## src/rtl/pipeline_hazard_sequencer.sv

```systemverilog
// Forwarding selects, load-use stall and redirect flush sequencing for a 5-stage pipeline.
// Optional performance counters are enabled by defining HAZARD_PERF_CNT_EN.
module pipeline_hazard_sequencer (
    input  logic        clk,
    input  logic        reset,
    input  logic [4:0]  id_rs,
    input  logic [4:0]  id_rt,
    input  logic [4:0]  idex_rt,
    input  logic        idex_memread,
    input  logic [4:0]  ex_rs,
    input  logic [4:0]  ex_rt,
    input  logic [4:0]  exmem_rd,
    input  logic        exmem_regwrite,
    input  logic [4:0]  memwb_rd,
    input  logic        memwb_regwrite,
    input  logic        branch_taken,
    input  logic        jump,
    input  logic        jr,
    output logic [1:0]  fwd_a,
    output logic [1:0]  fwd_b,
    output logic        pc_write,
    output logic        ifid_write,
    output logic        ctrl_pass,
    output logic        if_flush,
    output logic        branch_sel,
    output logic        jump_sel,
    output logic        jr_sel,
    output logic [15:0] stall_cnt,
    output logic [15:0] flush_cnt
);

    typedef enum logic [1:0] {
        RUN   = 2'b00,
        STALL = 2'b01,
        FLUSH = 2'b10
    } state_t;

    state_t state, state_next;
    logic   hz;
    logic   rd;

    // EX/MEM result is newer than MEM/WB, so it wins when both match.
    function automatic logic [1:0] fwd_sel(input logic [4:0] src);
        if (exmem_regwrite && (exmem_rd != 5'd0) && (exmem_rd == src))
            return 2'd1;
        else if (memwb_regwrite && (memwb_rd != 5'd0) && (memwb_rd == src))
            return 2'd2;
        else
            return 2'd0;
    endfunction

    assign fwd_a = fwd_sel(ex_rs);
    assign fwd_b = fwd_sel(ex_rt);

    assign hz = idex_memread && (idex_rt != 5'd0) &&
                ((idex_rt == id_rs) || (idex_rt == id_rt));
    assign rd = branch_taken | jump | jr;

    always_ff @(posedge clk or posedge reset) begin
        if (reset)
            state <= RUN;
        else
            state <= state_next;
    end

    always_comb begin
        state_next = RUN;
        pc_write   = 1'b1;
        ifid_write = 1'b1;
        ctrl_pass  = 1'b1;
        if_flush   = 1'b0;
        branch_sel = 1'b0;
        jump_sel   = 1'b0;
        jr_sel     = 1'b0;
        case (state)
            RUN, STALL: begin
                if (rd) begin
                    branch_sel = branch_taken;
                    jump_sel   = jump;
                    jr_sel     = jr;
                    if_flush   = 1'b1;
                    state_next = FLUSH;
                end else if (hz && (state == RUN)) begin
                    // A hazard seen again in STALL is the same load, already covered.
                    pc_write   = 1'b0;
                    ifid_write = 1'b0;
                    ctrl_pass  = 1'b0;
                    state_next = STALL;
                end
            end
            FLUSH: begin
                // Redirect requests here come from the squashed instruction.
                if_flush   = 1'b1;
                ctrl_pass  = 1'b0;
                state_next = RUN;
            end
            default: state_next = RUN;
        endcase
    end

`ifdef HAZARD_PERF_CNT_EN
    logic [15:0] stall_q;
    logic [15:0] flush_q;

    always_ff @(posedge clk or posedge reset) begin
        if (reset) begin
            stall_q <= 16'd0;
            flush_q <= 16'd0;
        end else begin
            if ((state == RUN) && (state_next == STALL) && (stall_q != 16'hFFFF))
                stall_q <= stall_q + 16'd1;
            if ((state_next == FLUSH) && (flush_q != 16'hFFFF))
                flush_q <= flush_q + 16'd1;
        end
    end

    assign stall_cnt = stall_q;
    assign flush_cnt = flush_q;
`else
    assign stall_cnt = 16'd0;
    assign flush_cnt = 16'd0;
`endif

endmodule

```

## config.mk

```make
export PLATFORM = sky130hd
export DESIGN_NAME = pipeline_hazard_sequencer
export DESIGN_NICKNAME = d
export VERILOG_FILES = /design/src/rtl/pipeline_hazard_sequencer.sv
export SDC_FILE = /design/constraint.sdc
export NUM_CORES = 1
export LEC_CHECK = 0
export CORE_ASPECT_RATIO = 1.75
export CORE_MARGIN = 2
export CORE_UTILIZATION = 28
export CTS_BUF_LIST = sky130_fd_sc_hd__clkbuf_2 sky130_fd_sc_hd__clkbuf_4 sky130_fd_sc_hd__clkbuf_8
export CTS_CLUSTER_DIAMETER = 60
export CTS_CLUSTER_SIZE = 14
export DETAILED_ROUTE_END_ITERATION = 10
export PLACE_DENSITY = 0.81
export SLEW_MARGIN = 20
export SYNTH_ARGS = -nofsm -noshare
export SYNTH_HDL_FRONTEND = slang
export SYNTH_SLANG_ARGS = --single-unit
```

## constraint.sdc

```tcl
create_clock -name clk -period 1.81 [get_ports clk]
set_input_delay 0.362 -clock clk [delete_from_list [all_inputs] [get_ports clk]]
set_output_delay 0.362 -clock clk [all_outputs]
set_load 0.05 [all_outputs]
```

## After elaboration in Yosys (flattened, before gate mapping)

Index checks and enable logic that the tools add are counted.

| operators by class | value |
|---|---|
| equal/unequal tests | 8 |
| multiplexer cells | 19 |
| bitwise logic cells | 2 |
| reductions and logical operators | 15 |

Operators by type and width:

| operator | number |
|---|---|
| == test 5 bit | 6 |
| nonzero test 5 bit | 3 |
| 2-to-1 mux 2 bit | 6 |
| 2-to-1 mux 1 bit | 11 |
| logical AND 1 bit | 9 |
| case mux 1 bit (2 select lines) | 2 |
| == test 2 x 1 -> 1 bit (second input constant) | 1 |
| == test 2 bit (second input constant) | 1 |
| logical NOT 2 bit | 1 |
| bitwise OR 1 bit | 2 |
| OR reduction 2 bit | 1 |
| logical OR 1 bit | 1 |

| word-level totals | value |
|---|---|
| output and inout port bits | 43 |
| bits in registers | 2 |
| word-level logic and storage cells | 45 |
| input bits | 43 |

## Logic depth before layout (Yosys ltp)

| logic depth | value |
|---|---|
| depth in word-level cells | 7 |
| gate-level depth with buffers | 5 |
| depth with buffers taken out | 4 |

## Worst setup path before layout

No wires, ideal clock.

| timing path | value |
|---|---|
| path type | input-to-output |
| start point | input port exmem_rd[4] |
| end point | output port fwd_a[1] |
| cell stages on the path | 4 |
| data arrival time | 2727 ps |
| buffers on the path | 0 |
| path slack | -1279 ps |
| cells stage by stage | xnor2_1 nand3_1 nor4_1 nor4_2 |

| between the ends | value |
|---|---|
| longest elaborated chain between the ends | 4 |
| elaborated cells between the ends (all ways) | 5 |
| those cells by class | 1 x eq/ne; 1 x mux; 3 x reduce/logical |

Ends and longest elaborated chain:

| element | RTL line | RTL |
|---|---|---|
| from (decl) | 12 | `input logic [4:0] exmem_rd,` |
| nonzero test 5 bit | 44 | `if (exmem_regwrite && (exmem_rd != 5'd0) && (exmem_rd == src))` |
| logical AND 1 bit | 44 |  |
| logical AND 1 bit (*) | 44 |  |
| 2-to-1 mux 2 bit (*) | 44 |  |
| to (decl) | 19 | `output logic [1:0] fwd_a,` |

Mark *: on every way between the ends. The rest lies on a longest branch, timed or not.

## Final worst setup path

| timing path | value |
|---|---|
| start point | input port exmem_rd[3] |
| end point | output port fwd_a[1] |

The elaborated chain is that of the path after synthesis.

==> flow_summary_export.csv <==
group,metric,value,unit
final_layout,nNetsFinal,222,
pwr,irDropWorstVdd,0.000269,V
grt,first_global_vias,925,
sta,fmax,469,MHz
clocking,cts_tree,"built",
sta,hold_slack,0.309,ns
sta,setup-violations-final,4,
sta,min_period_over_period,1.18,
floorplanning,initial_core_util,0.291,
clocking,numCtsBuffers,3,
clocking,cts_hold_buffers,0,
synth,yosysWarnings,0,
detailed_routing,first_iter_violations,2,
grt,track_usage,0.168,
synth,seq_area_frac_synth,0.0647,
clocking,clk_pin_slew_worst_paths,0.03,ns
grt,grt_overflow,0,
final_layout,area_delta_synth_final,121,%
critical_path,critPathKind,"in -> out",
clocking,clockBufferDepth,2,
detailed_routing,drc,0,
detailed_routing,first_pass_iters,4,
grt,grt_pass1_wl,3.93,mm
critical_path,crit_path_start,"exmem_rd[3]",
synth,syn_inst,98,
final_layout,reg_top3,"state x2",
synth,synth_area,773,sq um
sta,fin_crit,2.13,ns
sta,setup-tns-final,-0.979,ns
final_layout,nFillCells,210,
detailed_routing,ant_nets,0,
final_layout,top_register,"state",
floorplanning,core_area,2660,sq um
worst_hold_path,min_path_type,"in -> async",
clocking,htree_levels,1,
synth,synth.distinct_cells,22,
clocking,clock_sinks,2,
clocking,root_buffer,"clkbuf_8",
placed_design,placed_area,1530,sq um
final_layout,fin_area,1710,sq um
floorplanning,die_area,3210,sq um
sta,finClkSkew,0.00197,ns
placed_design,portBuffers,53,
critical_path,startpoint_type,"input port",
sta,layout_setup_ws,-0.322,ns
pwr,totalPowerFinal,783,uW
critical_path,path_max_fanout,2,
critical_path,crit_path_end_kind,"output pin",
critical_path,cp.required,1.45,ns
detailed_routing,wl_per_cell,12.9,um
status,violations,"setup timing",
placed_design,gp_congestion,0.725,
sta,finalHoldViolCount,0,
synth,syn_area_per_cell,7.89,sq um
floorplanning,row_count,25,
detailed_routing,via_per_inst,4.36,
clocking,insertion_delay,0.21,ns
pwr,power.density,458,nW/um^2
sta,rsz0062_at_grt,"true",
final_layout,final_core_util,0.642,
pwr,power.leakage,0.000811,uW
detailed_routing,wl,2.63,mm
critical_path,timing.rr.start,"state[0]",
grt,antenna_found_initial,0,
floorplanning,die_x,43.7,um
final_layout,diodes,0,
job,cap_violations,0,
critical_path,arrival,1.77,ns
synth,ys_seq_elements,2,
final_layout,area.sequential,50.0,sq um
critical_path,r2r_cells,4,
detailed_routing,vias,889,
floorplanning,die_y,73.5,um
final_layout,multiInputGateArea,785,sq um
grt,grt_start_max_net_pins,9,
final_layout,largest_reg_flops,2,
placed_design,dpl.hpwl,2.28,mm
floorplanning,ios,86,
sta,final_max_slew_viol_count,0,
final_layout,drive_gt1_frac,0.463,
status,outcome,"complete, but fails checks",
area by class of cell:
class / instances / area share
flip-flops and latches: 2 / 0.0293
clock buffers: 3 / 0.0242
inverters: 1 / 0.00220
repair buffers: 78 / 0.465
multi-input cells: 93 / 0.459
well taps: 27 / 0.0198
placed cells by master, fill, tap and decap left out, types with 2 or more instances in the layout:
cell / Yosys / routed
clkdlybuf4s15_1: 0 / 9
nand2_1: 2 / 2
nand3_1: 4 / 2
xnor2_1: 16 / 9
clkdlybuf4s15_2: 0 / 6
a21oi_2: 0 / 2
xor2_1: 14 / 14
clkbuf_8: 0 / 3
nor4_4: 0 / 4
xnor2_2: 0 / 4
buf_12: 0 / 9
buf_2: 0 / 4
clkbuf_2: 0 / 6
dlygate4sd2_1: 0 / 9
buf_6: 0 / 10
nor2b_1: 4 / 4
nand3_2: 0 / 2
dlymetal6s2s_1: 0 / 3
clkdlybuf4s50_1: 0 / 2
nand3b_1: 2 / 2
conb_1: 1 / 32
nor2_1: 2 / 2
or4_4: 1 / 4
buf_4: 33 / 19
xnor2_4: 0 / 3
dfrtp_1: 2 / 2
per-stage QoR:
step                instances  setup slack [ns]
finish                    204            -0.322
floorplan                 129            -0.330
detailed placement        197            -0.766
global route              204            -0.381
CTS                       201            -0.438
global placement          197            -0.718
layer usage:
metal / track usage / vias up / wire (um)
met4: 0.0741 / 0 / 38
li1: - / 421 / -
met1: 0.118 / 404 / 653
met2: 0.371 / 60 / 1710
met3: 0.0369 / 4 / 228
met5: 0 / - / 0
cells by family (layout without fill, tap and decap cells):
kind of cell              Yosys count  after routing  synth area share
other                               1             32           0.00485
AOI/OAI and AO/OA                   5              5            0.0388
muxes                               1              1            0.0129
and+or+nand+nor                    25             25             0.214
DFF                                 2              2            0.0647
xor gates and xnor gates           30             30             0.340
buffers and inverters              34             82             0.325
worst paths after layout:
| path | endpoint | slack [ns] |
|---|---|---|
| max | fwd_a[1] | -0.32 |
| min | state[0] | 0.31 |
| max reg2reg | state[0] | 0.75 |
| min reg2reg | state[1] | 0.59 |
| max in group asynchronous | state[1] | 1.39 |
| min in group clk | state[1] | 0.59 |
synth_stat cells, drive strengths merged:
master	instances	area, sq um
o22ai	1	6.26
o21ai	2	13.8
nand2	2	7.51
nor2	2	7.51
mux2i	1	10.0
nor3	2	10.0
dfrtp	2	50.1
a21oi	2	10.0
inv	1	3.75
nand3	4	20.0
nor4	4	37.5
nand3b	2	15.0
xor2	14	123
and3b	1	8.76
xnor2	16	140
or4	4	33.8
conb	1	3.75
nor2b	4	25.0
buf	33	248
worst max-delay path, cell delays in order:
cell	delay (ns)
buf_6	0.09
or4_4	0.55
o21ai_4	0.19
nor4_4	0.06
nor4_4	0.33
buf_12	0.18
power breakdown:
part	total, uW	internal [uW]	switching, uW
registers	57.0	48.8	8.23
clock network	177	141	35.9
logic	549	222	328
total	783	411	372
what timing repair did:
| action | CTS | global route |
|---|---|---|
| pin swaps | 32 | 14 |
| buffers inserted | 2 | 3 |
| endpoints found under the hold margin | 0 | 0 |
| setup endpoints to repair | 8 | 6 |
| resized for setup | 88 | 37 |
(Power assumes the default switching activity.)
